File: src/rtl/alu_seq.sv
// Sequential MU0-successor ALU: registered CARRY/ZERO/NEG flags, multi-bit shifts and an
// optional shift-add multiplier behind a start/busy/done handshake. Optional: ALU_SEQ_MUL_EN.
module alu_seq #(
    parameter int WIDTH   = 16,
    parameter int SHAMT_W = 4
) (
    input  logic               clk,
    input  logic               reset,
    input  logic               start,
    input  logic [2:0]         op,
    input  logic [1:0]         cin_sel,
    input  logic               cw,
    input  logic [WIDTH-1:0]   rddata,
    input  logic [WIDTH-1:0]   rsdata,
    input  logic [SHAMT_W-1:0] shamt,
    output logic               busy,
    output logic               done,
    output logic               wen,
    output logic [WIDTH-1:0]   result,
    output logic               carry,
    output logic               zero,
    output logic               neg
);

    localparam logic [2:0] OP_ADD = 3'b000;
    localparam logic [2:0] OP_SUB = 3'b001;
    localparam logic [2:0] OP_MOV = 3'b010;
    localparam logic [2:0] OP_XSR = 3'b011;
    localparam logic [2:0] OP_LSL = 3'b100;
    localparam logic [2:0] OP_LSR = 3'b101;
    localparam logic [2:0] OP_MUL = 3'b110;

    // counter must hold both the largest shift count and the WIDTH multiply steps
    localparam int CNT_W = ($clog2(WIDTH + 1) > SHAMT_W) ? $clog2(WIDTH + 1) : SHAMT_W;
    localparam logic [CNT_W-1:0] CNT_LAST = {{(CNT_W-1){1'b0}}, 1'b1};

    typedef enum logic [1:0] {
        S_IDLE = 2'b00,
        S_RUN  = 2'b01,
        S_FIN  = 2'b10
    } state_t;

    state_t             state_r, state_next_s;
    logic               busy_r, done_r, wen_r, carry_r, zero_r, neg_r;
    logic [WIDTH-1:0]   result_r;
    logic [2:0]         op_r;
    logic               cw_r;
    logic [WIDTH-1:0]   b_r;
    logic [CNT_W-1:0]   cnt_r;
`ifdef ALU_SEQ_MUL_EN
    logic [WIDTH-1:0]   a_r;
    logic [WIDTH-1:0]   hi_r;
    logic [WIDTH-1:0]   step_hi_s;
    logic [WIDTH:0]     add_s;
`endif

    logic               cin_s;
    logic [WIDTH:0]     sum_s;
    logic [WIDTH-1:0]   single_r_s;
    logic               single_c_s, single_wen_s, multi_s;
    logic [WIDTH-1:0]   step_b_s;
    logic               step_c_s;
    logic               fin_s, fin_c_s, fin_wen_s, fin_cw_s;
    logic [WIDTH-1:0]   fin_r_s;

    assign busy   = busy_r;
    assign done   = done_r;
    assign wen    = wen_r;
    assign result = result_r;
    assign carry  = carry_r;
    assign zero   = zero_r;
    assign neg    = neg_r;

    // Single-cycle result from the live inputs, used on the start edge
    always_comb begin
        cin_s        = 1'b0;
        sum_s        = {(WIDTH+1){1'b0}};
        single_r_s   = {WIDTH{1'b0}};
        single_c_s   = 1'b0;
        single_wen_s = 1'b1;
        multi_s      = 1'b0;
        case (cin_sel)
            2'b00:   cin_s = 1'b0;
            2'b01:   cin_s = 1'b1;
            2'b10:   cin_s = carry_r;
            2'b11:   cin_s = rsdata[WIDTH-1];
            default: cin_s = 1'b0;
        endcase
        case (op)
            OP_ADD: begin
                sum_s      = {1'b0, rddata} + {1'b0, rsdata} + {{WIDTH{1'b0}}, cin_s};
                single_r_s = sum_s[WIDTH-1:0];
                single_c_s = sum_s[WIDTH];
            end
            OP_SUB: begin
                sum_s      = {1'b0, rddata} + {1'b0, ~rsdata} + {{WIDTH{1'b0}}, cin_s};
                single_r_s = sum_s[WIDTH-1:0];
                single_c_s = sum_s[WIDTH];
            end
            OP_MOV: begin
                sum_s      = {1'b0, rsdata} + {{WIDTH{1'b0}}, cin_s};
                single_r_s = sum_s[WIDTH-1:0];
                single_c_s = sum_s[WIDTH];
            end
            OP_XSR: begin
                single_r_s = {cin_s, rsdata[WIDTH-1:1]};
                single_c_s = rsdata[0];
            end
            OP_LSL, OP_LSR: begin
                // a zero-length shift passes B through and leaves carry as it was
                single_r_s = rsdata;
                single_c_s = carry_r;
                multi_s    = (shamt != {SHAMT_W{1'b0}});
            end
`ifdef ALU_SEQ_MUL_EN
            OP_MUL: begin
                multi_s = 1'b1;
            end
`endif
            default: begin
                single_r_s   = {WIDTH{1'b0}};
                single_c_s   = 1'b0;
                single_wen_s = 1'b0;
            end
        endcase
    end

    // One RUN step: a single-bit shift or one shift-add partial product
    always_comb begin
        step_b_s = b_r;
        step_c_s = 1'b0;
`ifdef ALU_SEQ_MUL_EN
        step_hi_s = hi_r;
        add_s     = {1'b0, hi_r} + (b_r[0] ? {1'b0, a_r} : {(WIDTH+1){1'b0}});
`endif
        case (op_r)
            OP_LSL: begin
                step_b_s = {b_r[WIDTH-2:0], 1'b0};
                step_c_s = b_r[WIDTH-1];
            end
            OP_LSR: begin
                step_b_s = {1'b0, b_r[WIDTH-1:1]};
                step_c_s = b_r[0];
            end
`ifdef ALU_SEQ_MUL_EN
            OP_MUL: begin
                // product high half accumulates in hi_r, low half shifts into b_r
                step_hi_s = add_s[WIDTH:1];
                step_b_s  = {add_s[0], b_r[WIDTH-1:1]};
                step_c_s  = |add_s[WIDTH:1];
            end
`endif
            default: begin
                step_b_s = b_r;
                step_c_s = 1'b0;
            end
        endcase
    end

    // Next-state and write-back selection
    always_comb begin
        state_next_s = state_r;
        fin_s        = 1'b0;
        fin_r_s      = {WIDTH{1'b0}};
        fin_c_s      = 1'b0;
        fin_wen_s    = 1'b0;
        fin_cw_s     = 1'b0;
        case (state_r)
            S_IDLE: begin
                if (start) begin
                    if (multi_s) begin
                        state_next_s = S_RUN;
                    end else begin
                        state_next_s = S_FIN;
                        fin_s        = 1'b1;
                        fin_r_s      = single_r_s;
                        fin_c_s      = single_c_s;
                        fin_wen_s    = single_wen_s;
                        fin_cw_s     = cw;
                    end
                end else begin
                    state_next_s = S_IDLE;
                end
            end
            S_RUN: begin
                if (cnt_r == CNT_LAST) begin
                    state_next_s = S_FIN;
                    fin_s        = 1'b1;
                    fin_r_s      = step_b_s;
                    fin_c_s      = step_c_s;
                    fin_wen_s    = 1'b1;
                    fin_cw_s     = cw_r;
                end else begin
                    state_next_s = S_RUN;
                end
            end
            S_FIN:   state_next_s = S_IDLE;
            default: state_next_s = S_IDLE;
        endcase
    end

    // State register
    always_ff @(posedge clk) begin
        if (reset) begin
            state_r <= S_IDLE;
        end else begin
            state_r <= state_next_s;
        end
    end

    // Handshake outputs, result and flags
    always_ff @(posedge clk) begin
        if (reset) begin
            busy_r   <= 1'b0;
            done_r   <= 1'b0;
            wen_r    <= 1'b0;
            result_r <= {WIDTH{1'b0}};
            carry_r  <= 1'b0;
            zero_r   <= 1'b0;
            neg_r    <= 1'b0;
        end else begin
            busy_r <= (state_next_s != S_IDLE);
            done_r <= fin_s;
            wen_r  <= fin_s & fin_wen_s;
            if (fin_s) begin
                result_r <= fin_r_s;
                zero_r   <= (fin_r_s == {WIDTH{1'b0}});
                neg_r    <= fin_r_s[WIDTH-1];
                if (fin_cw_s) begin
                    carry_r <= fin_c_s;
                end
            end
        end
    end

    // Operand capture on the start edge and iteration state
    always_ff @(posedge clk) begin
        if (reset) begin
            op_r  <= 3'b000;
            cw_r  <= 1'b0;
            b_r   <= {WIDTH{1'b0}};
            cnt_r <= {CNT_W{1'b0}};
`ifdef ALU_SEQ_MUL_EN
            a_r   <= {WIDTH{1'b0}};
            hi_r  <= {WIDTH{1'b0}};
`endif
        end else if ((state_r == S_IDLE) && start) begin
            op_r  <= op;
            cw_r  <= cw;
            b_r   <= rsdata;
            cnt_r <= (op == OP_MUL) ? CNT_W'(WIDTH) : CNT_W'(shamt);
`ifdef ALU_SEQ_MUL_EN
            a_r   <= rddata;
            hi_r  <= {WIDTH{1'b0}};
`endif
        end else if (state_r == S_RUN) begin
            b_r   <= step_b_s;
            cnt_r <= cnt_r - CNT_LAST;
`ifdef ALU_SEQ_MUL_EN
            hi_r  <= step_hi_s;
`endif
        end
    end

endmodule

File: config.mk
export PLATFORM = sky130hd
export DESIGN_NAME = alu_seq
export DESIGN_NICKNAME = d
export VERILOG_FILES = /design/src/rtl/alu_seq.sv
export SDC_FILE = /design/constraint.sdc
export NUM_CORES = 1
export LEC_CHECK = 0
export CAP_MARGIN = 0
export CORE_UTILIZATION = 45
export CTS_CLUSTER_DIAMETER = 100
export DETAILED_ROUTE_END_ITERATION = 10
export GPL_TIMING_DRIVEN = 1
export MAX_ROUTING_LAYER = met4
export PLACE_DENSITY = 0.67
export SLEW_MARGIN = 20
export SYNTH_ARGS = -nofsm -noshare
export SYNTH_HDL_FRONTEND = slang
export SYNTH_SLANG_ARGS = --single-unit
export TNS_END_PERCENT = 20
File: constraint.sdc
create_clock -name clk -period 4.8 [get_ports clk]
set_clock_uncertainty 0.15 [all_clocks]
set_input_delay 0.48 -clock clk [delete_from_list [all_inputs] [get_ports clk]]
set_output_delay 0.48 -clock clk [all_outputs]
set_load 0.05 [all_outputs]
* Word level (Yosys, flattened, before mapping)
Cells that the tools add are included.
** Storage, ports and cells
- Input bits :: 45
- Word-level logic and storage cells :: 80
- Output and inout port bits :: 22
- Bits in registers :: 49
** Cells by class
- Muxes and demuxes :: 35
- Reductions and logical operators :: 11
- $add $sub $neg :: 6
- Equal/unequal tests :: 14
- Bitwise gates (word level) :: 2
** Operators with widths (count)
- 2-to-1 mux 16 bit :: 5
- one-hot mux 16 bit (5 select lines) :: 1
- one-hot mux 16 bit (2 select lines) :: 2
- adder 16 x 16 -> 17 bit :: 2
- adder 17 x 1 -> 17 bit :: 2
- adder 16 x 1 -> 17 bit :: 1
- logical NOT 16 bit :: 1
- NOT 16 bit :: 1
- == test 3 bit (second input constant) :: 5
- 2-to-1 mux 5 bit :: 3
- 2-to-1 mux 1 bit :: 13
- one-hot mux 1 bit (2 select lines) :: 5
- == test 3 x 2 -> 1 bit (second input constant) :: 2
- 2-to-1 mux 2 bit :: 3
- OR reduction 6 bit :: 1
- == test 5 x 1 -> 1 bit (second input constant) :: 1
- one-hot mux 1 bit (5 select lines) :: 1
- subtractor 5 x 1 -> 5 bit (second input constant) :: 1
- == test 2 x 1 -> 1 bit (second input constant) :: 2
- == test 2 bit (second input constant) :: 2
- logical NOT 2 bit :: 2
- != test 4 bit (second input constant) :: 1
- one-hot mux 1 bit (4 select lines) :: 1
- one-hot mux 2 bit (2 select lines) :: 1
- 8 further kinds :: 9

* Logic depth before layout (Yosys ltp)
Gate-level depths: netlist of run 1.
- Word-level depth :: 8
- Gate-level depth with buffers :: 16
- Mapped depth without buffers :: 15

* Worst setup path after synthesis of run 1
Ideal clock, no wire load.
- Path type :: reg2reg
- From :: register carry_r (netlist: carry)
- To :: register zero_r (netlist: zero)
- Period minus slack after synthesis :: 3.705 ns
- Library setup time :: 0.084 ns
- Data arrival time :: 3.470 ns
- Data required time :: 4.566 ns
- Stages on the path, launching flop included :: 15
- Path buffers :: 0
- Setup slack :: 1.095 ns
- Path through :: dfxtp_1 > a21oi_1 > a31o_2 > fa_1 > fa_1 > inv_1 > mux4_2 > a22o_1 > a22oi_1 > nand4_1 > nor4_1 > nand4_1 > nor2_1 > nand3_1 > o31ai_2
** Between the ends
- Longest elaborated chain between the ends :: 7
- Elaborated cells between the ends (all ways) :: 9
- Those cells by class :: 3 x add/sub; 5 x mux; 1 x reduce/logical
** RTL lines
- from (decl) :: line 44 : logic busy_r, done_r, wen_r, carry_r, zero_r, neg_r;
- from (signal assigned) :: line 230 : carry_r <= fin_c_s;
- one-hot mux 1 bit (4 select lines) (*) :: line 82 : case (cin_sel)
- adder 17 x 1 -> 17 bit, or another cell as far along :: line 96 : sum_s = {1'b0, rddata} + {1'b0, ~rsdata} + {{WIDTH{1'b0}}, cin_s};
- one-hot mux 16 bit (5 select lines) (*) :: line 89 : case (op)
- 2-to-1 mux 16 bit (*) :: line 171 : if (multi_s) begin
- 2-to-1 mux 16 bit (*) :: line 170 : if (start) begin
- one-hot mux 16 bit (2 select lines) (*) :: line 168 : case (state_r)
- logical NOT 16 bit (*) :: line 227 : zero_r <= (fin_r_s == {WIDTH{1'b0}});
- to (signal assigned) :: line 227
- to (decl) :: line 44
Mark *: on every way between the ends. The rest lies on a longest branch, timed or not.
A chain may end at the register's enable or synchronous reset.

* Worst setup path in the final report of run 1
- From :: input port rsdata[15]
- To :: register zero_r (netlist: zero)
** Between the ends
- Longest elaborated chain between the ends :: 8
- Elaborated cells between the ends (all ways) :: 12
- Those cells by class :: 5 x add/sub; 5 x mux; 1 x bitwise; 1 x reduce/logical
** RTL lines
- from (decl) :: line 14 : input logic [WIDTH-1:0] rsdata,
- NOT 16 bit :: line 96
- adder 16 x 16 -> 17 bit :: line 96
- adder 17 x 1 -> 17 bit :: line 96
- one-hot mux 16 bit (5 select lines) (*) :: line 89
- 2-to-1 mux 16 bit (*) :: line 171
- 2-to-1 mux 16 bit (*) :: line 170
- one-hot mux 16 bit (2 select lines) (*) :: line 168
- logical NOT 16 bit (*) :: line 227
Marked as above.

==> impl_metrics.tcl, run 1 <==
set metrics [dict create \
    holdBufCountCts 0 \
    grt_pass1_wl_um 25700 \
    whs_path_depth 2 \
    p_leak_nw 2.17 \
    ys_warn_count 0 \
    areaGrowthSynthToFinish_pct 16.6 \
    gp_congestion 0.921 \
    dp.cells 853 \
    hold_violations 0 \
    cts_post_setup_buffers_inserted 0 \
    numPortBuffers 66 \
    path_clk_slew_ns 0.10 \
    num_rows 38 \
    grt.overflow.total 0 \
    maxCapViolCount 0 \
    antenna_found_initial 0 \
    critPathMaxFanout 6 \
    fin_cells 861 \
    endpoint_kind "flop" \
    seqCellArea_um2 941 \
    worst_path_max_delay_cell "clkdlybuf4s50_1" \
    cts_resized 0 \
    firstDrtPassIters 8 \
    num_vias 5451 \
    fin_setup_tns_ns 0 \
    die_w_um 107 \
    critical_path.max_stage_delay_ns 0.61 \
    nNetsFinal 803 \
    viasPerCell 6.33 \
    grt_pass1_vias 5017 \
    async_reset_ff_share_pct 0 \
    wl_per_cell_um 19.1 \
    netlist_area_mm2 0.00499 \
    cts.path.max_buffers 2 \
    timing.slew.headroom_pct 30.3 \
    die_h_um 107 \
    ys_seq_elements 47 \
    finalMaxSlewViolations 0 \
    path_class "in2reg" \
    netlist_instances 686 \
    drtAntennaViolNets 0 \
    violations "design-rule violations" \
    status "finished, violations left" \
    cts_tree "built" \
    syn_nets 769 \
    cts_root_buf "clkbuf_8" \
    path_cells "clkdlybuf4s50_1, inv_1, a31o_2, fa_1, fa_1, inv_1, mux4_2, a22o_1, a22oi_1, nand4_1, nor4_1, nand4_1, nor2_1, nand3_1, o31ai_2" \
    drc_errors 1 \
    hp-class "reg2reg" \
    setup_viol 0 \
    min_period_ns 4.28 \
    synth_largest_area_cell "dfxtp_1" \
    worstPathArrival_ns 4.37 \
    io_pins 67 \
    rsz0062_at_grt "false" \
    worst_ep_required_time_ns 4.89 \
    die-area_mm2 0.0115 \
    coreArea_mm2 0.0108 \
    fmax_mhz 234 \
    yosysSeqAreaShare_pct 18.8 \
    n_antenna_cell 0 \
    dpl.hpwl_um 12500 \
    final_cell_mix "91 x nand2_1, 74 x a21oi_1, 66 x clkdlybuf4s50_1" \
    drtIter0Drc 578 \
    wl_um 16500 \
    h-tree-depth 2 \
    layout_commonest_cell "nand2_1" \
    grt_use_total_pct 29.4 \
    n_fill_cell 1063 \
    multi_input_area_mm2 0.00368 \
    vdd_ir_drop_max_mv 0.153 \
    grt_max_degree 46 \
    clk_latency_ns 0.32 \
    synth.area.top_cells "dfxtp_1 19%, ha_1 8.5%, a21oi_1 7.4%" \
    start_kind "input port" \
    ys_types 75 \
    reg2reg_depth 14 \
    synthFlopType "dfxtp_1" \
    power.density_mw_per_mm2 234 \
    cts_buffers 5 \
    period_share_pct 89.1 \
    drive_above_1_share_pct 6.38 \
    worstMarginPinSlew_ns 1.05 \
    cts_sinks 47 \
    postSynthAreaPerCell_um2 7.28 \
    synth_edf_count 0 \
    initial_core_util_pct 46.1 \
    synth.top_cell.area_share_pct 18.8 \
]
## sequential cells by signal (all words and copies together) (netlist names)
signal / cells
cw_r: 1
busy: 1
zero: 1
wen: 1
b_r: 16
neg: 1
result: 15
state_r: 2
op_r: 3
carry: 1
cnt_r: 5
## per-layer routing
layer / track usage [%] / share of wire, % / up-vias
met2: 46.2 / 46 / 311
met4: 10.7 / 2.7 / 0
met1: 38.8 / 43 / 2534
met5: - / 0 / -
met3: 3.39 / 8.3 / 37
li1: - / - / 2569
## cell families after synthesis
kind of cell	Yosys count	synth area share, %
multiplexers	25	5.39
buffers and inverters	91	7.52
adder cells (fa/ha/maj)	38	10.1
flip-flops	47	18.8
AO/OA/AOI/OAI	228	31.8
XOR/XNOR	26	4.56
AND/OR/NAND/NOR	231	21.7
## cells in the mapped netlist (all sizes together), types with 3 or more instances
master   n
nand2   91
a21oi   75
nor2    57
dfxtp   47
inv     43
o21ai   35
ha      34
clkbuf  31
xnor2   22
mux2i   19
buf     17
nand3   16
nor3    16
a211oi  15
o221ai  12
nand2b   9
a221oi   8
a31oi    8
nor4     8
o211ai   8
o21bai   8
a22oi    6
nand4    6
o31ai    6
a221o    5
a311oi   5
and2     5
and4     5
mux2     5
fa       4
nor2b    4
o21a     4
o41ai    4
or2      4
xor2     4
a21o     3
a22o     3
a41oi    3
nor3b    3
o311ai   3
## cell type report
| class | count | area share [%] |
|---|---|---|
| Timing Repair Buffer | 75 | 12.5 |
| Sequential cell | 47 | 16.2 |
| Inverter | 43 | 2.77 |
| Multi-Input combinational cell | 548 | 63.3 |
| Tap cell | 140 | 3.01 |
| Clock inverter | 2 | 1.03 |
| Clock buffer | 6 | 1.25 |
## critical path, delay by kind of cell
kind | cells | cell delay (ns)
buffers and inverters | 3 | 0.76
AO/OA/AOI/OAI | 4 | 0.95
AND/OR/NAND/NOR | 5 | 0.79
adder cells (fa/ha/maj) | 2 | 0.95
multiplexers | 1 | 0.45
## path summary, 6_finish.rpt
kind	start	endpoint	slack (ns)
worst max-delay path	rsdata[15]	zero	0.52
worst min register to register	op_r[1]	op_r[1]	0.30
worst min-delay path	op_r[1]	op_r[1]	0.30
worst max register to register	carry	zero	1.01
## report_power, final
group          switching, mW  internal (mW)  total (mW)  leakage [nW]
logic                  0.349          0.219       0.567          1.72
registers             0.0289          0.418       0.447         0.384
clock network          0.139          0.208       0.348        0.0654
## stage by stage
step / hold slack (ns) / util (%) / power [mW] / instance area (µm²) / setup WS [ns]
after floorplan: 0.281 / - / 0.835 / 4990 / 1.10
after global placement: 0.290 / 52.5 / 1.00 / 5690 / 0.385
after detailed placement: 0.293 / 52.5 / 1.01 / 5690 / 0.279
after CTS: 0.306 / 53.7 / 1.36 / 5820 / 0.584
after global routing: 0.334 / 53.7 / 1.43 / 5820 / 0.273
final: 0.303 / 53.7 / 1.36 / 5820 / 0.522
Note: power is estimated with default switching activity, not from simulation.
==> run 2: changes to the inputs <==
--- a/config.mk
+++ b/config.mk
@@ -11,7 +11,7 @@
 export DETAILED_ROUTE_END_ITERATION = 10
 export GPL_TIMING_DRIVEN = 1
 export MAX_ROUTING_LAYER = met4
-export PLACE_DENSITY = 0.67
+export PLACE_DENSITY = 0.7
 export SLEW_MARGIN = 20
 export SYNTH_ARGS = -nofsm -noshare
 export SYNTH_HDL_FRONTEND = slang
==> constraint.sdc (replaced) <==
create_clock -name clk -period 3.9 [get_ports clk]
set_clock_uncertainty 0.15 [all_clocks]
set_input_delay 0.39 -clock clk [delete_from_list [all_inputs] [get_ports clk]]
set_output_delay 0.39 -clock clk [all_outputs]
set_load 0.05 [all_outputs]
==> run 2 against run 1 <==
The run now ends clean. Via count grew 1.7%. Die area is the same. Critical path depth shrank 1. Setup slack lost 0.33 ns. Sequential cell count is the same. Non-clock buffer count grew 41. Sequential power grew 22%. Sequential share of layout area shrank 0.92 points. Count of clock-buffer cells in the layout shrank 1.
==> impl_metrics.tcl, run 2 (synthesis results as in run 1) <==
set metrics [dict create \
    status "finished clean" \
    initial_core_util_pct 46.1 \
    grt_max_degree 45 \
    cts_tree "built" \
    coreArea_mm2 0.0108 \
    clk_latency_ns 0.30 \
    h-tree-depth 2 \
    num_rows 38 \
    holdBufCountCts 0 \
    gp_congestion 0.941 \
    n_antenna_cell 0 \
    finalMaxSlewViolations 0 \
    vdd_ir_drop_max_mv 0.230 \
    layout_commonest_cell "nand2_1" \
    path_clk_slew_ns 0.09 \
    period_share_pct 95.1 \
    grt_use_total_pct 29.5 \
    timing.slew.headroom_pct 38.6 \
    drtAntennaViolNets 0 \
    path_class "reg2reg" \
    die_h_um 107 \
    critPathMaxFanout 4 \
    largest_reg_flops 16 \
    drtIter0Drc 481 \
    areaGrowthSynthToFinish_pct 23.7 \
    viasPerCell 6.15 \
    endpoint_kind "flop" \
    drive_above_1_share_pct 12.5 \
    registers.top_by_ff_count "b_r" \
    grt.overflow.total 0 \
    cts_buffers 5 \
    hold_violations 0 \
    io_pins 67 \
    num_vias 5544 \
    grt_pass1_wl_um 26100 \
    cts_sinks 47 \
    wl_um 16600 \
    fmax_mhz 270 \
    worstMarginPinSlew_ns 0.919 \
    power.density_mw_per_mm2 279 \
    drc_errors 0 \
    firstDrtPassIters 7 \
    dpl.hpwl_um 12900 \
    power_mw 1.72 \
    cts.path.max_buffers 2 \
    numPortBuffers 66 \
    rsz0062_at_grt "false" \
    setup_viol 0 \
    maxCapViolCount 0 \
    worst_ep_required_time_ns 3.97 \
    start_kind "flop" \
    grt_pass1_vias 5271 \
    worstPathArrival_ns 3.78 \
    cts_root_buf "clkbuf_8" \
    die_w_um 107 \
    p_leak_nw 2.39 \
    antenna_found_initial 0 \
    wl_per_cell_um 18.4 \
    die-area_mm2 0.0115 \
    fin_setup_tns_ns 0 \
    n_fill_cell 1039 \
    hp-class "reg2reg" \
    nNetsFinal 844 \
    final_cell_mix "91 x nand2_1, 74 x a21oi_1, 63 x clkdlybuf4s50_1" \
    min_period_ns 3.71 \
]
run 2: what timing repair did:
item                                    in CTS  in global routing
setup buffers                                0                  2
endpoints found under the setup margin       0                  2
resized for setup                            0                 12
run 2: stage by stage:
stage	hold WS [ns]	setup slack (ns)	cell area [µm²]	instances	util (%)
final	0.307	0.191	6180	902	57.0
after floorplan	0.281	0.195	4990	686	-
after detailed placement	0.295	-0.300	5980	892	55.2
after global placement	0.290	-0.163	5980	892	55.2
after global routing	0.335	0.102	6180	902	57.0
after CTS	0.308	0.0215	6120	900	56.4
run 2: area by class of cell:
| cell class | instances | area (µm²) | area share [%] |
|---|---|---|---|
| inverters | 43 | 161 | 2.61 |
| clock buffers | 5 | 68.8 | 1.11 |
| clock inverters | 3 | 67.6 | 1.09 |
| multi-input cells | 548 | 3720 | 60.2 |
| well taps | 140 | 175 | 2.84 |
| repair buffers | 116 | 1040 | 16.9 |
| flip-flops and latches | 47 | 941 | 15.2 |
run 2: power by group:
group          switching [mW]  internal, mW  leakage (nW)  total (mW)
clock                   0.168         0.256        0.0644       0.424
sequential             0.0328         0.514         0.384       0.547
combinational           0.443         0.307          1.94       0.750
run 2: metal layers:
metal / global-route usage (%) / vias to the layer above / routed length (µm)
li1: - / 2659 / -
met1: 37.4 / 2596 / 7070
met2: 47.6 / 245 / 7690
met3: 4.72 / 44 / 1240
met4: 10.7 / 0 / 578
met5: - / - / 0
run 2: final timing paths:
path	to	cells after the start	start	slack, ns
min	op_r[1]	2	op_r[1]	0.31
max	zero	14	carry	0.19
max reg2reg	zero	14	carry	0.19
min reg2reg	op_r[1]	2	op_r[1]	0.31
run 2: worst max-delay path: stages, from the launching register on:
cell and delay [ns]:
dfxtp_1 0.36, a21oi_1 0.09, a31o_4 0.25, fa_2 0.38
fa_1 0.48, inv_1 0.04, mux4_2 0.47, a22o_1 0.22
a22oi_2 0.18, nand4_1 0.15, nor4_2 0.30, nand4_1 0.13
nor2_1 0.13, nand3_1 0.11, o31ai_2 0.19
==> run 3: changes to the inputs <==
--- a/config.mk
+++ b/config.mk
@@ -6,12 +6,16 @@
 export NUM_CORES = 1
 export LEC_CHECK = 0
 export CAP_MARGIN = 0
-export CORE_UTILIZATION = 45
+export CELL_PAD_IN_SITES_DETAIL_PLACEMENT = 0
+export CELL_PAD_IN_SITES_GLOBAL_PLACEMENT = 1
+export CORE_UTILIZATION = 37
 export CTS_CLUSTER_DIAMETER = 100
+export CTS_CLUSTER_SIZE = 28
 export DETAILED_ROUTE_END_ITERATION = 10
+export GPL_ROUTABILITY_DRIVEN = 0
 export GPL_TIMING_DRIVEN = 1
 export MAX_ROUTING_LAYER = met4
-export PLACE_DENSITY = 0.7
+export PLACE_DENSITY_LB_ADDON = 0.1
 export SLEW_MARGIN = 20
 export SYNTH_ARGS = -nofsm -noshare
 export SYNTH_HDL_FRONTEND = slang
==> run 3 against run 2 <==
Highest routed layer unchanged. Final area up 1.7%. Via count down 0.92%. Fmax up 2.6%. First-iteration DRC count down 11%. Non-clock buffer count up 9. Critical path depth unchanged.
==> impl_metrics.tcl, run 3 (synthesis results as in run 1) <==
set metrics [dict create \
    status "finished clean" \
    timing.hold.ws_ns 0.304 \
    cts_root_buf "clkbuf_16" \
    critPathMaxFanout 3 \
    start_kind "input port" \
    h-tree-depth 2 \
    final_cell_mix "91 x nand2_1, 74 x a21oi_1, 63 x clkdlybuf4s50_1" \
    dpl.hpwl_um 14000 \
    cts.path.max_buffers 2 \
    power_mw 1.71 \
    dp.cells 937 \
    drtAntennaViolNets 0 \
    post-route-util_pct 47.6 \
    areaGrowthSynthToFinish_pct 25.8 \
    fin_setup_tns_ns 0 \
    layout_commonest_cell "nand2_1" \
    numPortBuffers 66 \
    finalMaxSlewViolations 0 \
    intPower_mw 1.06 \
    worst_ep_required_time_ns 3.95 \
    combPwrFrac_pct 44.7 \
    worstMarginPinSlew_ns 0.742 \
    drc_errors 0 \
    power.density_mw_per_mm2 272 \
    nNetsFinal 853 \
    wl_per_cell_um 18.7 \
    timing.slew.headroom_pct 50.4 \
    grt_use_total_pct 26.2 \
    wl_um 17600 \
    pwr-share-seq_pct 31.9 \
    design_area_mm2 0.00628 \
    drtIter0Drc 426 \
    period_share_pct 92.7 \
    holdBufCountCts 0 \
    timing.final.ws_setup_ns 0.286 \
    setup_viol 0 \
    grt.overflow.total 0 \
    cts_sinks 47 \
    num_rows 42 \
    p_sw_share_pct 38.1 \
    endpoint_kind "flop" \
    largest_reg_flops 16 \
    die-area_mm2 0.0140 \
    grt_pass1_wl_um 28400 \
    hold_violations 0 \
    grt_pass1_vias 5416 \
    place_ws_ns -0.317 \
    coreArea_mm2 0.0132 \
    registers.top_by_ff_count "b_r" \
    cts_buffers 5 \
    grt_max_degree 45 \
    p_leak_nw 2.44 \
    viasPerCell 5.81 \
    clkPwrFrac_pct 23.4 \
    antenna_found_initial 0 \
    firstDrtPassIters 5 \
    io_pins 67 \
    path_clk_slew_ns 0.06 \
    worstPathArrival_ns 3.67 \
    initial_core_util_pct 37.9 \
    rsz0062_at_grt "false" \
    maxCapViolCount 0 \
    path_class "in2reg" \
    switchingPower_mw 0.652 \
    clk_latency_ns 0.28 \
    vdd_ir_drop_max_mv 0.198 \
    cts_tree "built" \
    die_w_um 118 \
    n_antenna_cell 0 \
    postPlaceCellArea_mm2 0.00609 \
    fin_cells 945 \
    drive_above_1_share_pct 12.9 \
    hp-class "reg2reg" \
    die_h_um 118 \
    num_vias 5493 \
    min_period_ns 3.61 \
    fmax_mhz 277 \
]
-- run 3: cell types whose count changed in the layout (fill, tap and decap cells not counted), sizes merged --
cell      previous run  this run
buf                 50        59
bufinv               2         0
clkbuf               5         6
clkinvlp             1         0
-- run 3: routing by layer --
metal  vias to the layer above  track usage [%]  share of wire [%]
met2                       210             42.7                 46
li1                       2666                -                  -
met1                      2593             34.5                 46
met5                         -                -                  0
met4                         0             5.45                1.8
met3                        24             3.72                6.1
-- run 3: final timing paths --
kind / from / to / slack, ns / cells after the start
worst max register to register: carry / zero / 0.30 / 14
worst max-delay path: rsdata[4] / zero / 0.29 / 14
worst min-delay path: result[13] / result[13] / 0.30 / 2
worst min register to register: result[13] / result[13] / 0.30 / 2
-- run 3: worst max-delay path, stage by stage --
cell and delay [ns]:
clkdlybuf4s50_1 0.58, inv_1 0.12, ha_1 0.31, nand2b_1 0.08, a211oi_1 0.36, o21ba_2 0.25
a211oi_2 0.30, o41ai_2 0.10, buf_4 0.16, a41oi_1 0.27, a21oi_1 0.07, a22oi_1 0.34
nand2_1 0.14, o31ai_2 0.21
-- run 3: layout make-up --
cell class / count / area, µm²
timing repair buffer: 125 / 1110
multi-input combinational: 548 / 3720
inverter: 43 / 161
fill: 1315 / 6910
sequential: 47 / 941
clock buffer: 6 / 129
tap: 176 / 220
-- run 3: timing repair --
item                       CTS  global route
buffers inserted             0             2
setup endpoints to repair    1             3
pin swaps                    0             8
resized for setup            1             9
cloned                       0             0
-- run 3: power by group through the flow --
stage	sequential (mW)	combinational [mW]	clock, mW
CTS	0.546	0.752	0.409
floorplan	0.599	0.429	0
global route	0.551	0.834	0.431
finish	0.546	0.764	0.400
detailed placement	0.557	0.749	0
global placement	0.556	0.743	0
